==> src/rtl/branch_resolve_queue.sv <==
// Branch resolution queue: tracks in-flight predicted branches, retires them in order and
// flushes on mispredict. Define BRQ_TRAIN_EN to emit a predictor training packet on every retire.
`ifndef XLEN
`define XLEN 32
`endif

module branch_resolve_queue #(
  parameter int DEPTH = 8,
  parameter int TAG_W = $clog2(DEPTH)
) (
  input  logic               clock,
  input  logic               reset,
  input  logic               alloc_valid,
  input  logic [`XLEN-1:0]   alloc_pc,
  input  logic               alloc_pred_taken,
  input  logic [`XLEN-1:0]   alloc_pred_target,
  output logic               alloc_ready,
  output logic [TAG_W-1:0]   alloc_tag,
  input  logic               res_valid,
  input  logic [TAG_W-1:0]   res_tag,
  input  logic               res_taken,
  input  logic [`XLEN-1:0]   res_target,
  output logic               mispredict,
  output logic [`XLEN-1:0]   redirect_pc,
  output logic               upd_valid,
  output logic [`XLEN-1:0]   upd_pc,
  output logic               upd_taken,
  output logic [`XLEN-1:0]   upd_target,
  output logic [TAG_W:0]     count
);

  logic [`XLEN-1:0] pc_q          [DEPTH];
  logic [`XLEN-1:0] pred_target_q [DEPTH];
  logic [`XLEN-1:0] res_target_q  [DEPTH];
  logic             pred_taken_q  [DEPTH];
  logic             res_taken_q   [DEPTH];
  logic [DEPTH-1:0] valid;
  logic [DEPTH-1:0] resolved;
  logic [TAG_W-1:0] head;
  logic [TAG_W-1:0] tail;

  logic             retire;
  logic             retire_ok;
  logic             mis_retire;
  logic             alloc_fire;
  logic             res_fire;
  logic [`XLEN-1:0] correct_pc;

  // Retirement looks only at registered state, so a resolution is visible one cycle later.
  assign retire     = valid[head] & resolved[head];
  assign mis_retire = retire &
                      ((res_taken_q[head] != pred_taken_q[head]) ||
                       (res_taken_q[head] && (res_target_q[head] != pred_target_q[head])));
  assign retire_ok  = retire & ~mis_retire;
  assign correct_pc = res_taken_q[head] ? res_target_q[head]
                                        : pc_q[head] + {{(`XLEN-3){1'b0}}, 3'd4};

  assign alloc_ready = (count != (TAG_W+1)'(DEPTH)) && !mis_retire;
  assign alloc_tag   = tail;
  assign alloc_fire  = alloc_valid && alloc_ready;
  assign res_fire    = res_valid && valid[res_tag] && !mis_retire;

  // NOTE: payload arrays carry no reset; valid/resolved bits alone decide whether they matter.
  always_ff @(posedge clock) begin
    if (alloc_fire) begin
      pc_q[tail]          <= alloc_pc;
      pred_taken_q[tail]  <= alloc_pred_taken;
      pred_target_q[tail] <= alloc_pred_target;
    end
    if (res_fire) begin
      res_taken_q[res_tag]  <= res_taken;
      res_target_q[res_tag] <= res_target;
    end
  end

  // NOTE: all state uses non-blocking assignments so every read sees pre-edge values.
  always_ff @(posedge clock) begin
    if (reset) begin
      head        <= '0;
      tail        <= '0;
      count       <= '0;
      valid       <= '0;
      resolved    <= '0;
      mispredict  <= 1'b0;
      redirect_pc <= '0;
    end else begin
      mispredict  <= mis_retire;
      redirect_pc <= mis_retire ? correct_pc : '0;
      if (mis_retire) begin
        head     <= '0;
        tail     <= '0;
        count    <= '0;
        valid    <= '0;
        resolved <= '0;
      end else begin
        if (res_fire) resolved[res_tag] <= 1'b1;
        if (alloc_fire) begin
          valid[tail]    <= 1'b1;
          resolved[tail] <= 1'b0;
          tail           <= tail + TAG_W'(1);
        end
        if (retire_ok) begin
          valid[head] <= 1'b0;
          head        <= head + TAG_W'(1);
        end
        case ({alloc_fire, retire_ok})
          2'b10:   count <= count + (TAG_W+1)'(1);
          2'b01:   count <= count - (TAG_W+1)'(1);
          default: count <= count;
        endcase
      end
    end
  end

`ifdef BRQ_TRAIN_EN
  always_ff @(posedge clock) begin
    if (reset) begin
      upd_valid  <= 1'b0;
      upd_pc     <= '0;
      upd_taken  <= 1'b0;
      upd_target <= '0;
    end else begin
      upd_valid  <= retire;
      upd_pc     <= retire ? pc_q[head] : '0;
      upd_taken  <= retire & res_taken_q[head];
      upd_target <= retire ? correct_pc : '0;
    end
  end
`else
  assign upd_valid  = 1'b0;
  assign upd_pc     = '0;
  assign upd_taken  = 1'b0;
  assign upd_target = '0;
`endif

endmodule

==> config.mk <==
export PLATFORM = sky130hd
export DESIGN_NAME = branch_resolve_queue
export DESIGN_NICKNAME = d
export VERILOG_FILES = /design/src/rtl/branch_resolve_queue.sv
export SDC_FILE = /design/constraint.sdc
export NUM_CORES = 1
export LEC_CHECK = 0
export CAP_MARGIN = 20
export CORE_MARGIN = 2
export CORE_UTILIZATION = 52
export DETAILED_ROUTE_END_ITERATION = 8
export PLACE_DENSITY = 0.77
export SYNTH_ARGS = -nofsm -noshare
export SYNTH_HDL_FRONTEND = slang
export SYNTH_SLANG_ARGS = --single-unit
==> constraint.sdc <==
create_clock -name clock -period 10.55 [get_ports clock]
set_input_delay 2.11 -clock clock [delete_from_list [all_inputs] [get_ports clock]]
set_output_delay 2.11 -clock clock [all_outputs]
set_load 0.005 [all_outputs]
# Word level (Yosys, flattened, before mapping)
# Memory sizes are Yosys's and may differ from the RTL's. A register that Yosys moved wholly into a read port is not among the register bits.
# Index checks and enable logic that the tools add are counted.
# Widths: inputs -> output; s select.
[classes]
reduce_logical = 13
n_shift = 0
addsub = 5
div_mod_pow = 0
bitwise_logic = 10
magnitude_cmp = 6
mux = 36
n_eq_ne = 5
n_mul = 0
[ops]
columns = ["operator", "count"]
rows = [
  ["$mux 8", 8],
  ["$add 32x3->32 const B", 1],
  ["$mux 32", 1],
  ["$ne 32x32->1", 1],
  ["$mux 3", 10],
  ["$and 8x8->8", 2],
  ["$not 8->8", 2],
  ["$or 8x8->8", 2],
  ["$lt 3x4->1 const B", 3],
  ["$mux 1", 10],
  ["$bmux 1 s3", 3],
  ["$demux 1 s3", 3],
  ["$ge 3x1->1 const B", 3],
  ["$logic_and 1x1->1", 8],
  ["$pmux 4 s2", 1],
  ["$add 3x1->3 const B", 2],
  ["$add 4x1->4 const B", 1],
  ["$ne 4x4->1 const B", 1],
  ["$reduce_or 2->1", 2],
  ["$sub 4x1->4 const B", 1],
  ["$and 1x1->1", 3],
  ["$eq 2x1->1 const B", 1],
  ["$eq 2x2->1 const B", 1],
  ["$reduce_bool 2->1", 1],
  ["other kinds (4)", 4],
]
[totals]
ram_bits = 784
mem_bits_ro = 0
word_cells = 87
output_inout_bits = 107
mem_count = 5
register_bits = 59
latchBits = 0
inputBits = 105
[mem_list]
columns = ["name", "words", "width", "rd", "rd_clocked_by_memory_dff", "wr", "line_no", "source"]
rows = [
  ["pc_q", 8, 32, 1, 1, 1, "32", "logic [`XLEN-1:0] pc_q [DEPTH];"],
  ["pred_target_q", 8, 32, 1, 1, 1, "33", "logic [`XLEN-1:0] pred_target_q [DEPTH];"],
  ["res_target_q", 8, 32, 1, 1, 1, "34", "logic [`XLEN-1:0] res_target_q [DEPTH];"],
  ["pred_taken_q", 8, 1, 1, 1, 1, "35", "logic pred_taken_q [DEPTH];"],
  ["res_taken_q", 8, 1, 1, 1, 1, "36", "logic res_taken_q [DEPTH];"],
]

# Longest topological paths before layout
# Gate-level depths: netlist of the first run.
[logic_depth]
ltp_word = 12
ltp_mapped = 22
ltp_nobuf = 16

# Worst setup path before layout of the first run
# No wires, ideal clock.
[synth_path]
path_type = "input-to-reg"
startpoint = "in res_tag[2]"
endpoint = "mem res_taken_q[4], enable pin"
n_path_buf = 1
stages = 8
required_ns = 10.044
setup_slack_ns = 3.928
setup_ns = 0.506
arrival_time_ns = 6.116
path_cell_list = "clkbuf_1 -> nand2_1 -> o21ai_0 -> a21oi_1 -> nor2_1 -> o31a_1 -> nand2_1 -> nor4_1"
[synth_via]
elab_chain_cells = 6
[synth_lines]
columns = ["item", "line_no", "source"]
rows = [
  ["from (decl)", "20", "input logic [TAG_W-1:0] res_tag,"],
  ["$bmux 1 s3", "61", "assign res_fire = res_valid && valid[res_tag] && !mis_retire;"],
  ["$mux 1 (implied by the code)", "61", ""],
  ["$logic_and 1x1->1 (2 in series)", "61", ""],
  ["$mux 1", "70", "if (res_fire) begin"],
  ["$mux 1 (implied by the code)", "71", "res_taken_q[res_tag] <= res_taken;"],
  ["to (decl)", "36", ""],
]
# Parallel ways exist; a longest one is shown, timed or not. The select of a mux whose other input is x is not followed.

==> flow_summary.ini, run 1 <==
[timing]
fmaxAchievable_ghz = 0.122
fin_tns_setup_ns = 0
rsz0062_at_grt = no
maxSlewHeadroom_pct = 22.9
setup_violations = 0
fin_crit_ns = 8.18
skew_ns = 0.0213
hold_viol = 0
finalHoldWorstSlack_ns = 0.495
tightest_slew_ns = 1.16
slew_violations = 0
min_period_over_period_pct = 77.6

[final_layout]
synthToLayoutAreaGrowth_pct = 13.4
drive_gt1_share_pct = 18.0
nets = 2021

[clock_tree]
cts_buffer_depth = 3
holdBufCountCts = 0
cts_buffers = 82
htree_levels = 3
clk_pin_slew_ns = 0.06
cts_sinks = 846
cts_tree = built
cts_root_buffer = clkbuf_16
clock_latency_ns = 0.64
cts_resized = 0
post_cts_buffers = 0

[power_and_ir_drop]
p_per_area_mw_per_mm2 = 177
p_leak_nw = 12.3
vdd_drop_max_mv = 0.117

[yosys]
netlist_area_mm2 = 0.0342
ys_async_sr_fraction_pct = 0
seq_area_frac_synth_pct = 72.4
ys.flop_type = edfxtp_1
syn_inst = 1736
netlist-cell-type-count = 73
ys_warn_count = 0
ys_seq_elements = 846
synth_area_per_cell_um2 = 19.7
synth_edf_count = 784

[placed_design]
place_congestion = 0.775
hpwl_um = 45200
io_buffers = 145

[global_routing]
antenna_found_initial = 13
grt_max_degree = 124
grt_pass1_wl_um = 112000
grt_util_all_layers_pct = 22.9
grt-ovfl-total = 0
grt_pass1_vias = 17190

[floorplan]
core-area_mm2 = 0.0655
row_count = 94
dieArea_mm2 = 0.0679
die_w_um = 261
start_util_pct = 52.3
die_y_um = 261
io_pins = 212

[detailed_routing]
avgViaCountPerCell = 6.01
drtIter0Drc = 1717
drcViolationCount = 0
route.detailed.wl_per_inst_um = 27.1
drt-total-wl_um = 77100
vias = 17087
ant_nets = 0
firstDrtPassIters = 5

[hold_path]
hold_depth = 2
hp-class = reg -> reg

[setup_path]
cp-start-kind = flop
end_kind = output pin
required_ns = 8.44
setup.worst_path.class = reg -> out
critical_path.max_fanout = 123
critPathArrivalTime_ns = 6.07
reg2reg_depth = 17

[flow_run]
cap_violations = 0

[outcome]
status = completed
-- cells by family (layout without fill, tap and decap cells) --
group / Yosys count / count (layout) / share of synthesized area [%]
adders and majority gates: 7 / 7 / 0.278
xor gates and xnor gates: 69 / 69 / 1.77
buffers and inverters: 174 / 346 / 3.66
DFF: 846 / 846 / 72.4
muxes: 291 / 291 / 15.8
and+or+nand+nor: 240 / 240 / 3.84
other: 1 / 71 / 0.0110
AOI/OAI and AO/OA: 108 / 108 / 2.29
-- sequential cells by signal, summed over array words and instances, names as in the netlist, named ones only --
name / flops
valid: 8
pred_taken_q: 8
pc_q: 256
pred_target_q: 256
head: 3
res_target_q: 256
mispredict: 1
alloc_tag: 3
res_taken_q: 8
count: 4
resolved: 8
redirect_pc: 32
-- worst max-delay path: stages, from the launching register on --
cell             delay [ns]
dfxtp_4                0.91
buf_12                 0.65
mux4_2                 0.41
mux2i_1                0.25
xnor2_1                0.22
o2111ai_1              0.19
nor4_1                 0.72
and4_1                 0.96
nor2_4                 0.27
nor2_1                 0.19
clkdlybuf4s50_1        0.51
-- placed cells by master (no fill, tap or decap), types with 7 or more instances in the layout --
cell,n
a21oi_1,38
a31oi_1,7
and2_1,8
and3_1,7
buf_4,25
clkbuf_1,17
clkbuf_16,86
clkbuf_8,7
clkdlybuf4s50_1,145
clkinv_1,10
clkinv_2,23
conb_1,66
dfxtp_1,59
edfxtp_1,784
inv_1,17
mux2_2,10
mux2i_1,92
mux4_1,33
mux4_2,155
nand2_1,52
nand3_1,15
nand4_1,7
nor2_1,53
nor2b_1,15
nor3_1,12
nor4_1,19
nor4b_1,8
o21ai_0,14
xnor2_1,33
xor2_1,36
-- Yosys cell counts, types with 3 or more instances --
cell | number | area [um^2]
edfxtp_1 | 784 | 23500
mux4_2 | 155 | 3490
mux2i_1 | 93 | 931
buf_4 | 80 | 601
dfxtp_1 | 62 | 1240
nor2_1 | 53 | 199
nand2_1 | 52 | 195
a21oi_1 | 38 | 190
xor2_1 | 36 | 315
mux4_1 | 33 | 867
xnor2_1 | 33 | 289
inv_1 | 26 | 97.6
nor4_1 | 21 | 131
buf_2 | 20 | 100
clkbuf_1 | 20 | 75.1
nor3_1 | 18 | 90.1
nand3_1 | 15 | 75.1
nor2b_1 | 15 | 93.8
o21ai_0 | 14 | 70.1
buf_6 | 11 | 124
mux2_2 | 10 | 113
and2_1 | 8 | 50.1
nor4b_1 | 8 | 70.1
a31oi_1 | 7 | 43.8
and3_1 | 7 | 43.8
buf_12 | 7 | 140
buf_8 | 7 | 105
nand4_1 | 7 | 43.8
a221oi_1 | 6 | 52.6
a22oi_1 | 6 | 45.0
ha_1 | 6 | 75.1
nand2b_1 | 6 | 37.5
nand3b_1 | 5 | 37.5
o21a_1 | 5 | 37.5
o211a_1 | 4 | 40.0
or3_1 | 4 | 25.0
a221oi_2 | 3 | 45.0
a22o_1 | 3 | 26.3
buf_1 | 3 | 11.3
-- stage by stage --
step	power [mW]	std cells	cell area, um^2	utilization (%)	setup slack, ns
2_1_floorplan	3.93	1801	34500	-	3.93
3_3_place_gp	4.03	2689	36200	55.2	3.20
3_5_place_dp	4.04	2689	36200	55.2	3.05
4_1_cts	6.90	2837	38800	59.3	2.37
5_1_grt	7.05	2841	38800	59.3	1.99
6_report	6.87	2842	38800	59.3	2.37
-- routing by layer --
layer / track usage, % / up-vias / part of all wire (%)
met5: 0 / - / 0.13
met4: 8.37 / 16 / 2.8
met3: 6.59 / 142 / 9.4
met2: 36.6 / 873 / 48
met1: 30.4 / 8818 / 39
li1: - / 7238 / -
-- path summary, 6_finish.rpt --
kind | startpoint | to | slack (ns)
worst max-delay path | flop | alloc_ready | 2.37
worst min-delay path | valid[7]$_SDFF_PP0_ | valid[7]$_SDFF_PP0_ | 0.50
worst min register to register | valid[7]$_SDFF_PP0_ | valid[7]$_SDFF_PP0_ | 0.50
worst max register to register | flop | count[3]$_SDFFE_PP0P_ | 4.00
-- area by class of cell --
cell class	instances	area [um^2]
tap	864	1080
antenna	5	12.5
inverter	26	108
fill	4499	26700
clock buffer	110	2310
clock inverter	38	348
timing repair buffer	172	1680
multi-input combinational	781	8500
sequential	846	24800
-- where the power goes --
part	total, mW	internal, mW	switching, mW	leakage (nW)
Combinational	0.238	0.0897	0.148	3.39
Sequential	3.74	3.72	0.0150	7.60
Clock	2.90	1.68	1.21	1.30
No activity file was read; power rests on OpenSTA's default activity.
==> inputs of run 2 (changes only) <==
PLACE_DENSITY = 0.8   (was 0.77)
clock period = 6.7 ns   (was 10.55 ns; I/O delays follow)
==> run 2 against run 1 <==
Net effect:
- register-to-register slack got worse by 2.8 ns
- critical path depth stayed put
- combinational power increased by 60%
- first-iteration DRC count down 0.70%
- hold slack gained 0.0094 ns
- sequential power up 57%
- sequential cell count stayed put
- power rose by 59%
- setup slack worse by 2.0 ns
- core utilization up 0.44 points
- routed wire length up 2.1%
- via count up 2.0%
==> flow_summary.ini, run 2 (synthesis gave the netlist of run 1 again) <==
[clock_tree]
clk_pin_slew_ns = 0.06
cts_root_buffer = clkbuf_16
post_cts_buffers = 0
holdBufCountCts = 0
htree_levels = 3
cts_resized = 0
clock_latency_ns = 0.64
cts_buffer_depth = 3
cts_tree = built
cts_buffers = 81
cts_sinks = 846

[floorplan]
row_count = 94
dieArea_mm2 = 0.0679
die_y_um = 261
start_util_pct = 52.3
core-area_mm2 = 0.0655
die_w_um = 261
io_pins = 212

[final_layout]
multi_input_area_mm2 = 0.00850
fin_util_pct = 59.7
final_common_cell = edfxtp_1
top_regs = pc_q: 256 flops, pred_target_q: 256 flops, res_target_q: 256 flops
synthToLayoutAreaGrowth_pct = 14.3
fillerInstances = 4428
final_cell_mix = 784 x edfxtp_1, 155 x mux4_2, 145 x clkdlybuf4s50_1
drive_gt1_share_pct = 18.7
final-seq-area_mm2 = 0.0248
nets = 2034

[global_routing]
grt_max_degree = 60
grt_util_all_layers_pct = 23.2
grt_pass1_vias = 17313
antenna_found_initial = 11
grt_pass1_wl_um = 114000
grt-ovfl-total = 0

[power_and_ir_drop]
combinationalPowerShare_pct = 3.5
p_int_mw = 8.70
vdd_drop_max_mv = 0.184
p_per_area_mw_per_mm2 = 279
total_power_mw = 10.9
p_switching_mw = 2.20
sw_frac_of_total_pct = 20.2
power.share.clock_pct = 42.6
p_leak_nw = 12.4
power_frac_seq_pct = 54.0

[detailed_routing]
highest_layer = met5
firstDrtPassIters = 5
drt-total-wl_um = 78700
met1Wirelength_um = 30400
wl_met2_um = 38700
avgViaCountPerCell = 6.10
drcViolationCount = 0
routed-wl-met3_um = 7050
vias = 17429
drtIter0Drc = 1705
ant_nets = 0
route.detailed.wl_per_inst_um = 27.6

[setup_path]
required_ns = 5.36
slowest_delay_ns = 0.88
end_kind = output pin
cp-start-kind = flop
crit_slowest_cell = dfxtp_4
critical_path.max_fanout = 46
crit_chain = buf_12 -> buf_4 -> mux4_2 -> mux2i_1 -> xnor2_1 -> nor4_2 -> and4_1 -> nor2_4 -> nor2_1 -> clkdlybuf4s50_1
path_delay_family = buffers and inverters
critPathArrivalTime_ns = 4.96
setup.worst_path.class = reg -> out
cp_num_buf_inv = 3

[hold_path]
hp-class = reg -> reg
hold_path.startpoint = valid[4]$_SDFF_PP0_

[timing]
hold_viol = 0
maxSlewHeadroom_pct = 31.6
rsz0062_at_grt = no
fmaxAchievable_ghz = 0.159
fin_crit_ns = 6.30
fin_tns_setup_ns = 0
tightest_slew_ns = 0.997
setup_violations = 0
slew_violations = 0
min_period_over_period_pct = 94.0
skew_ns = 0.0402

[placed_design]
hpwl_um = 47400
io_buffers = 145
place_congestion = 0.827

[flow_run]
cap_violations = 0

[outcome]
status = completed
==> run 2: worst reg2reg max path: cells and delay by family (launching register included) <==
kind            cells  cell delay [ns]
compound gates      1             0.29
mux                 2             1.02
flops               1             0.88
simple gates        2             0.68
buf+inv             5             2.06
xor+xnor            1             0.16
==> run 2: layout make-up <==
cell class / instances / area share (%)
Inverter: 26 / 0.259
Timing Repair Buffer: 186 / 4.88
Tap cell: 864 / 2.76
Antenna cell: 7 / 0.0448
Clock inverter: 44 / 1.44
Multi-Input combinational cell: 781 / 21.7
Sequential cell: 846 / 63.4
Clock buffer: 102 / 5.51
==> run 2: final timing paths <==
path | end | slack [ns] | cells past startpoint
worst max-delay path | alloc_ready | 0.40 | 10
worst min-delay path | valid[4]$_SDFF_PP0_ | 0.50 | 2
worst max register to register | pred_target_q[0][26]$_DFFE_PP_ | 1.20 | 11
worst min register to register | valid[4]$_SDFF_PP0_ | 0.50 | 2
==> run 2: layer usage <==
layer / GRT usage [%] / up-vias
met1: 31.3 / 8976
met2: 37.9 / 1007
met4: 8.56 / 8
met5: 0 / -
met3: 4.77 / 160
li1: - / 7278
==> run 2: per-stage QoR <==
step                      instance area (um^2)  setup WS (ns)  instances  hold WS [ns]
after global placement                   36400           1.05       2703         0.471
after detailed placement                 36400           1.02       2703         0.498
after global routing                     39100         0.0751       2853         0.535
after floorplan                          34500          0.366       1801         0.453
after CTS                                39100          0.361       2849         0.502
final                                    39100          0.399       2856         0.505
==> run 2: power by group through the flow <==
stage	clock, mW	combinational (mW)	sequential, mW
after floorplan	0	0.198	5.99
after global placement	0	0.361	5.99
after detailed placement	0	0.374	5.99
after CTS	4.69	0.378	5.88
after global routing	4.89	0.408	5.88
final	4.64	0.380	5.88
==> inputs of run 3 (changes only) <==
CORE_ASPECT_RATIO = 0.7   (was not set)
CTS_CLUSTER_DIAMETER = 50   (was not set)
==> run 3 against run 2 <==
Net effect:
- routed wire length up 0.95%
- clock skew down 0.013 ns
- largest cell class unchanged
- clock power down 2%
- die area about the same
- critical endpoint unchanged
- critical path type unchanged
- core utilization up 0.43 points
==> flow_summary.ini, run 3 (synthesis gave the netlist of run 1 again) <==
[placed_design]
place_congestion = 0.874
hpwl_um = 48700
preCtsSetupSlack_ns = 0.897
io_buffers = 145

[global_routing]
grt_pass1_vias = 17343
grtUsageMet2_pct = 36.5
met1_usage_pct = 32.1
grt_max_degree = 72
grt_util_all_layers_pct = 23.4
grt_pass1_wl_um = 115000
grt-ovfl-total = 0
antenna_found_initial = 13
busiest_layer = met2
met3_usage_pct = 6.70

[timing]
fin_tns_setup_ns = 0
slew_violations = 0
setup_violations = 0
setup_ws_ns = 0.310
min_period_over_period_pct = 95.4
rsz0062_at_grt = no
maxSlewHeadroom_pct = 31.2
fin_crit_ns = 6.39
fmaxAchievable_ghz = 0.156
tightest_slew_ns = 1.02
skew_ns = 0.0273
hold_viol = 0

[final_layout]
drive_gt1_share_pct = 18.8
final_common_cell = edfxtp_1
nets = 2038
final_cell_mix = 784 x edfxtp_1, 155 x mux4_2, 145 x clkdlybuf4s50_1
top_regs = pc_q: 256 flops, pred_target_q: 256 flops, res_target_q: 256 flops
synthToLayoutAreaGrowth_pct = 14.2
fillerInstances = 4516

[clock_tree]
cts_buffers = 78
cts_root_buffer = clkbuf_16
cts_tree = built
cts_resized = 0
clock_latency_ns = 0.65
cts_buffer_depth = 3
clk_pin_slew_ns = 0.06
cts_sinks = 846
post_cts_buffers = 0
holdBufCountCts = 0
htree_levels = 3

[hold_path]
hp-class = reg -> reg

[setup_path]
timing.rr.end = pc_q[4][14]$_DFFE_PP_
cp-endpoint = alloc_ready
slowest_delay_ns = 0.94
end_kind = output pin
crit_slowest_cell = dfxtp_4
critical_path.max_fanout = 61
setup.worst_path.class = reg -> out
crit_chain = buf_4 -> mux4_2 -> mux2i_1 -> xnor2_1 -> o2111ai_1 -> nor4_1 -> and4_1 -> nor2_4 -> nor2_1 -> clkdlybuf4s50_1
reg2reg_depth = 12
critPathArrivalTime_ns = 5.05
cp-start-kind = flop
r2r_slack_ns = 1.04
required_ns = 5.36

[detailed_routing]
drt-total-wl_um = 79500
drtIter0Drc = 2395
route.detailed.wl_per_inst_um = 27.6
drcViolationCount = 0
vias = 17410
ant_nets = 0
avgViaCountPerCell = 6.06
firstDrtPassIters = 5

[floorplan]
row_count = 78
core-area_mm2 = 0.0650
io_pins = 212
die_w_um = 311
start_util_pct = 52.7
die_y_um = 219
dieArea_mm2 = 0.0679

[power_and_ir_drop]
p_per_area_mw_per_mm2 = 277
vdd_drop_max_mv = 0.194
p_leak_nw = 12.4

[flow_run]
cap_violations = 0

[outcome]
status = completed
[run 3: worst min path at each step]
stage,cells after the start,from,end
6_report,2,valid[3]$_SDFF_PP0_,valid[3]$_SDFF_PP0_
5_1_grt,2,valid[4]$_SDFF_PP0_,valid[4]$_SDFF_PP0_
4_1_cts,2,valid[3]$_SDFF_PP0_,valid[3]$_SDFF_PP0_
3_5_place_dp,2,valid[3]$_SDFF_PP0_,valid[3]$_SDFF_PP0_
3_3_place_gp,2,valid[3]$_SDFF_PP0_,valid[3]$_SDFF_PP0_
2_1_floorplan,2,valid[3]$_SDFF_PP0_,valid[3]$_SDFF_PP0_
[run 3: metrics by stage]
stage | utilization [%] | power [mW] | hold slack [ns] | cells | cell area [um^2]
3_3_place_gp | 56.1 | 6.35 | 0.481 | 2725 | 36400
5_1_grt | 60.1 | 11.1 | 0.518 | 2872 | 39100
2_1_floorplan | - | 6.19 | 0.453 | 1801 | 34500
4_1_cts | 60.1 | 10.9 | 0.498 | 2868 | 39100
6_report | 60.1 | 10.8 | 0.506 | 2875 | 39100
3_5_place_dp | 56.1 | 6.37 | 0.488 | 2725 | 36400
[run 3: worst max-delay path, delay by kind of cell, from the launching register on]
family                    cells  cell delay, ns
buffers and inverters         2            0.89
and+or+nand+nor               4            1.55
muxes                         2            0.57
xor gates and xnor gates      1            0.17
DFF                           1            0.94
AOI/OAI and AO/OA             1            0.19
[run 3: final cells by class]
class	count	area, um^2	share of cell area (%)
Sequential cell	846	24800	63.4
Timing Repair Buffer	193	1960	5.01
Clock buffer	91	2050	5.25
Inverter	26	108	0.275
Tap cell	880	1100	2.82
Antenna cell	6	15.0	0.0384
Clock inverter	52	563	1.44
Multi-Input combinational cell	781	8500	21.7
[run 3: per-layer routing]
layer	part of all wire [%]	up-vias	wire, um
li1	-	7290	-
met1	39	8990	31100
met2	47	962	37500
met3	11	156	8490
met4	2.8	12	2260
met5	0.094	-	75
[run 3: report_power, final]
| group | total (mW) | switching [mW] | leakage, nW | internal, mW |
|---|---|---|---|---|
| clock | 4.55 | 1.94 | 1.29 | 2.60 |
| sequential | 5.88 | 0.0241 | 7.60 | 5.86 |
| combinational | 0.384 | 0.239 | 3.53 | 0.146 |
